[src/rtl/spi_req_arbiter.sv]
// Round-robin arbiter sharing one spi_driver req/ack port between N_REQ requesters.
// One frame per grant, with a watchdog that aborts a frame whose ack never arrives.
module spi_req_arbiter #(
    parameter int unsigned N_REQ    = 4,
    parameter int unsigned DW       = 16,
    parameter int unsigned TOUT_CYC = 4096
) (
    input  logic                clk,
    input  logic                rst_n,
    input  logic                syn_rst,
    input  logic [N_REQ-1:0]    s_req,
    input  logic [N_REQ*DW-1:0] s_din,
    output logic [N_REQ-1:0]    s_ack,
    output logic [DW-1:0]       s_dout,
    output logic                s_err,
    output logic                m_req,
    output logic [DW-1:0]       m_din,
    input  logic                m_ack,
    input  logic [DW-1:0]       m_dout,
    output logic                busy,
    output logic [2:0]          gnt_id,
    output logic                tout_err
);

    localparam int unsigned IW = 3;
    localparam int unsigned CW = $clog2(TOUT_CYC);
    localparam logic [CW-1:0] WD_LAST  = CW'(TOUT_CYC - 1);
    localparam logic [IW-1:0] LAST_IDX = IW'(N_REQ - 1);

    localparam logic [2:0] ST_IDLE = 3'b001;
    localparam logic [2:0] ST_BUSY = 3'b010;
    localparam logic [2:0] ST_REL  = 3'b100;

    logic [2:0]       state, state_nxt;
    logic [IW-1:0]    rr_ptr, rr_ptr_nxt;
    logic [CW-1:0]    wd_cnt, wd_cnt_nxt;
    logic [N_REQ-1:0] s_ack_nxt;
    logic [DW-1:0]    s_dout_nxt;
    logic             s_err_nxt;
    logic             m_req_nxt;
    logic [DW-1:0]    m_din_nxt;
    logic             busy_nxt;
    logic [IW-1:0]    gnt_id_nxt;
    logic             tout_err_nxt;

    logic             win_vld;
    logic [IW-1:0]    win_id;
    logic [DW-1:0]    win_din;
    logic [N_REQ-1:0] gnt_oh;

    // Round-robin search: first set request at or above rr_ptr, else wrap to below it
    always_comb begin
        win_vld = 1'b0;
        win_id  = '0;
        for (int unsigned j = 0; j < N_REQ; j++) begin
            if (!win_vld && s_req[j] && (IW'(j) >= rr_ptr)) begin
                win_vld = 1'b1;
                win_id  = IW'(j);
            end
        end
        for (int unsigned j = 0; j < N_REQ; j++) begin
            if (!win_vld && s_req[j] && (IW'(j) < rr_ptr)) begin
                win_vld = 1'b1;
                win_id  = IW'(j);
            end
        end
    end

    // Lane mux for the winner's frame and one-hot decode of the held grant
    always_comb begin
        win_din = '0;
        gnt_oh  = '0;
        for (int unsigned j = 0; j < N_REQ; j++) begin
            if (IW'(j) == win_id) begin
                win_din = s_din[j*DW +: DW];
            end
            gnt_oh[j] = (IW'(j) == gnt_id);
        end
    end

    // Next-state and next-output logic
    always_comb begin
        state_nxt    = state;
        rr_ptr_nxt   = rr_ptr;
        wd_cnt_nxt   = wd_cnt;
        s_ack_nxt    = '0;
        s_err_nxt    = 1'b0;
        s_dout_nxt   = s_dout;
        m_req_nxt    = m_req;
        m_din_nxt    = m_din;
        gnt_id_nxt   = gnt_id;
        tout_err_nxt = tout_err;

        if (syn_rst) begin
            state_nxt    = ST_IDLE;
            rr_ptr_nxt   = '0;
            wd_cnt_nxt   = '0;
            s_dout_nxt   = '0;
            m_req_nxt    = 1'b0;
            m_din_nxt    = '0;
            gnt_id_nxt   = '0;
            tout_err_nxt = 1'b0;
        end else begin
            case (state)
                ST_IDLE: begin
                    if (win_vld) begin
                        gnt_id_nxt = win_id;
                        m_din_nxt  = win_din;
                        m_req_nxt  = 1'b1;
                        rr_ptr_nxt = (win_id == LAST_IDX) ? '0 : win_id + IW'(1);
                        wd_cnt_nxt = '0;
                        state_nxt  = ST_BUSY;
                    end
                end
                ST_BUSY: begin
                    if (m_ack) begin
                        m_req_nxt  = 1'b0;
                        s_dout_nxt = m_dout;
                        s_ack_nxt  = gnt_oh;
                        state_nxt  = ST_REL;
                    end else if (wd_cnt == WD_LAST) begin
                        m_req_nxt    = 1'b0;
                        s_dout_nxt   = '0;
                        s_ack_nxt    = gnt_oh;
                        s_err_nxt    = 1'b1;
                        tout_err_nxt = 1'b1;
                        state_nxt    = ST_REL;
                    end else begin
                        wd_cnt_nxt = wd_cnt + CW'(1);
                    end
                end
                ST_REL: begin
                    m_req_nxt = 1'b0;
                    state_nxt = ST_IDLE;
                end
                default: begin
                    m_req_nxt = 1'b0;
                    state_nxt = ST_IDLE;
                end
            endcase
        end

        busy_nxt = (state_nxt != ST_IDLE);
    end

    // State and output registers
    always_ff @(posedge clk or negedge rst_n) begin
        if (!rst_n) begin
            state    <= ST_IDLE;
            rr_ptr   <= '0;
            wd_cnt   <= '0;
            s_ack    <= '0;
            s_dout   <= '0;
            s_err    <= 1'b0;
            m_req    <= 1'b0;
            m_din    <= '0;
            busy     <= 1'b0;
            gnt_id   <= '0;
            tout_err <= 1'b0;
        end else begin
            state    <= state_nxt;
            rr_ptr   <= rr_ptr_nxt;
            wd_cnt   <= wd_cnt_nxt;
            s_ack    <= s_ack_nxt;
            s_dout   <= s_dout_nxt;
            s_err    <= s_err_nxt;
            m_req    <= m_req_nxt;
            m_din    <= m_din_nxt;
            busy     <= busy_nxt;
            gnt_id   <= gnt_id_nxt;
            tout_err <= tout_err_nxt;
        end
    end

endmodule

[config.mk]
export PLATFORM = sky130hd
export DESIGN_NAME = spi_req_arbiter
export DESIGN_NICKNAME = d
export VERILOG_FILES = /design/src/rtl/spi_req_arbiter.sv
export SDC_FILE = /design/constraint.sdc
export NUM_CORES = 1
export LEC_CHECK = 0
export BUFFER_PORTS_ARGS = -buffer_cell sky130_fd_sc_hd__buf_4
export CAP_MARGIN = 15
export CORE_UTILIZATION = 35
export CTS_CLUSTER_SIZE = 24
export DETAILED_ROUTE_END_ITERATION = 12
export GPL_ROUTABILITY_DRIVEN = 0
export PLACE_DENSITY_LB_ADDON = 0.05
export REMOVE_ABC_BUFFERS = 1
export SLEW_MARGIN = 25
export SYNTH_ARGS = -nofsm -noshare
export SYNTH_HDL_FRONTEND = slang
export SYNTH_SLANG_ARGS = --single-unit
[constraint.sdc]
create_clock -name clk -period 2.47 [get_ports clk]
set_input_delay 0.1235 -clock clk [delete_from_list [all_inputs] [get_ports clk]]
set_output_delay 0.1235 -clock clk [all_outputs]
set_load 0.02 [all_outputs]
==> reports/metrics.csv <==
stage,metric,value,unit
outcome,status,"finished, final reports clean",
finish,most frequent cells in the layout,"143 x buf_4, 57 x dfrtp_1, 38 x a22o_1",
yosys,Post-synth EDFFs,0,
timing,Layout Skew,7.408,ps
timing,f_max,437.5,MHz
timing,Final Max Slew Viols,0,
floorplanning,DIE AREA,0.009115,sq mm
yosys,Yosys cell types,51,
worst_setup_path,critical setup path kind,reg2reg,
cts,clock buffer depth,2,
yosys,Post-Synth Adder-Cell Area,2.046,%
placement,dpl hpwl,5823,microns
worst_setup_path,CP endpoint kind,flip-flop,
yosys,synthesis-stage register bit count,59,
yosys,Simple-Gate Fraction of Synth Area,15.47,%
floorplanning,Core ar.,0.008341,sq mm
cts,root buffer cell,clkbuf_8,
yosys,largest area contributor in the netlist,dfrtp_1,
yosys,post-synthesis xor/xnor area fraction,0,%
floorplanning,# IOs,131,
yosys,mux share of post-synthesis cell area,0.3273,%
power_and_ir_drop,pwr dens,677.3,mW/mm^2
worst_setup_path,worst endpoint required time,2700,ps
route,via count,2891,
finish,Finished Core Util,54.05,%
yosys,main combinational cell family by area after synthesis,compound AO/OA/AOI/OAI gates,
global_route,Total Routing Usage GR,19.00,%
yosys,post-synthesis sequential area ratio,48.32,%
route,drt total wl,8302,microns
timing,Final min period,2285,ps
floorplanning,Initial Utilization,36.66,%
job,maxcap violations,0,
hold_path,Min-Delay Path Depth,2,
route,number of DRC markers in iteration 0,97,
timing,slew margin rel.,49.96,%
worst_setup_path,WP data arrival,2520,ps
route,Detail Route Antenna Nets,0,
floorplanning,die extent in x,95.47,microns
route,Via density,5.256,
finish,Final #Nets,533,
cts,H-tree lvl count,3,
yosys,compound-cell area share of the yosys netlist,29.09,%
hold_path,Hold WC Path Type,in2reg,
yosys,Synth warnings,0,
floorplanning,row count,33,
finish,n_diodes,0,
finish,area delta synth->final,47.42,%
floorplanning,die height,95.47,microns
finish,layout cells sized above 1,39.78,%
route,wire length per cell,15.09,microns
yosys,main area contributors after synthesis,"dfrtp_1 47%, a22o_1 11%, a221oi_1 4.3%",
global_route,grt ovf,0,
power_and_ir_drop,worst ir drop on vdd,0.2932,mV
timing,Worst Tran Pin Value,750.6,ps
power_and_ir_drop,total power,3.053,mW
timing,Final Cycle Share,92.53,%
cts,clock sink count,59,
yosys,"Async S/R FF share, synth",100.0,%
timing,Fin. Hold Viols,0,
yosys,Syn Std Cell Area,0.003058,sq mm
cts,CTS tree,yes,
worst_setup_path,Worst Reg2Reg Path Length in Cells,10,
cts,clock slew at reported path FFs,70,ps
route,# DRC,0,
global_route,initial antenna violation count,0,
timing,hold_ws,14.09,ps
placement,port buffer count,129,
worst_setup_path,largest fanout on the critical path,13,
yosys,syn_area_per_cell,10.37,sq um
cts,CTS Buf Count,9,
cts,Worst-Skew Late Latency,340,ps
global_route,largest net degree at the start of global routing,60,
global_route,first-pass GRT wire length,13120,microns
route,1st-pass router iterations,4,
global_route,vias in the first global route,2710,
finish,"commonest non-fill, non-tap cell in the layout",buf_4,
yosys,Synth top area share,47.46,%
yosys,ys flop type,dfrtp_1,
power_and_ir_drop,Leakage,2.184,nW
worst_setup_path,Critical Path Start Type,flip-flop,
yosys,Syn Inst Count,295,
timing,endpoints failing setup,0,
==> state kept, by name, summed over array words and instances (netlist names) <==
signal    cells
state         3
s_ack         4
m_req         1
s_err         1
m_din        16
rr_ptr        2
gnt_id        2
wd_cnt       12
s_dout       16
tout_err      1
busy          1
==> power by group <==
group	switching, mW	leakage (nW)	internal [mW]	total (mW)
combinational	0.531	1.29	0.543	1.07
sequential	0.0822	0.804	1.07	1.15
clock	0.405	0.0880	0.420	0.824
==> cell type report <==
type | instances | area (sq um)
inverter | 13 | 48.80
fill | 792 | 3832
sequential | 59 | 1479
tap | 105 | 131.4
clock inverter | 5 | 36.28
multi-input combinational | 203 | 1458
clock buffer | 11 | 151.4
timing repair buffer | 154 | 1204
==> cells by family (layout without fill, tap and decap cells) <==
kind of cell / count (synthesis) / count (layout)
DFF: 59 / 59
other: 1 / 1
buffers and inverters: 33 / 183
and+or+nand+nor: 84 / 84
AOI/OAI and AO/OA: 112 / 112
adders and majority gates: 5 / 5
muxes: 1 / 1
==> critical path, cell delays in order, from the launching register on <==
cell and delay [ps]:
dfrtp_2 420, mux2i_1 190, nor2_1 70, a311oi_2 280, inv_1 110, ha_1 210
nor2b_2 180, buf_12 150, a221oi_1 290, o31ai_1 110, a22o_1 180
==> final timing paths <==
check                          start         to  slack [ps]
min in group asynchronous      rst_n  wd_cnt[6]         390
setup reg to reg           rr_ptr[1]  m_din[10]         180
hold / removal             m_dout[3]  s_dout[3]          10
setup / recovery           rr_ptr[1]  m_din[10]         180
max in group asynchronous      rst_n  rr_ptr[1]        1530
hold reg to reg                m_req      m_req         510
==> synthesized netlist by cell type, types with 2 or more instances <==
master,instances
nor4_1,4
ha_1,5
a31oi_1,5
buf_2,5
clkbuf_1,12
a22o_1,38
inv_1,13
nand3_1,5
a21o_1,4
dfrtp_1,58
nand2b_1,2
nor3b_1,3
and4_1,2
o21ai_0,9
nor2_1,9
and3_1,5
a221oi_1,15
nor4b_1,2
a21oi_1,12
nand4_1,3
nand2_1,23
o31ai_1,15
nor3_1,2
nor2b_1,17
==> metrics by stage <==
stage | TNS, ps | instance area, sq um | setup slack, ps | std cells
finish | 0 | 4508 | 184.5 | 550
global route | -58.80 | 4508 | -29.66 | 550
CTS | 0 | 4479 | 5.281 | 548
detailed placement | 0 | 4212 | 17.62 | 524
global placement | 0 | 4209 | 137.9 | 524
floorplan | -1662 | 2965 | -110.8 | 275
==> metal layers <==
| metal | part of all wire [%] | GRT usage, % |
|---|---|---|
| met5 | 0 | 0 |
| met4 | 1.2 | 8.085 |
| met3 | 7.7 | 5.662 |
| met2 | 46 | 29.46 |
| met1 | 45 | 24.57 |
==> repair_timing <==
action                                  4_1_cts  5_1_grt
hold buffers                                  8        1
buffers inserted                              0        1
hold endpoints to repair                     65        1
endpoints found under the setup margin        0       14
gates resized for setup                       0        4
Power figures use the tool's default switching activity.
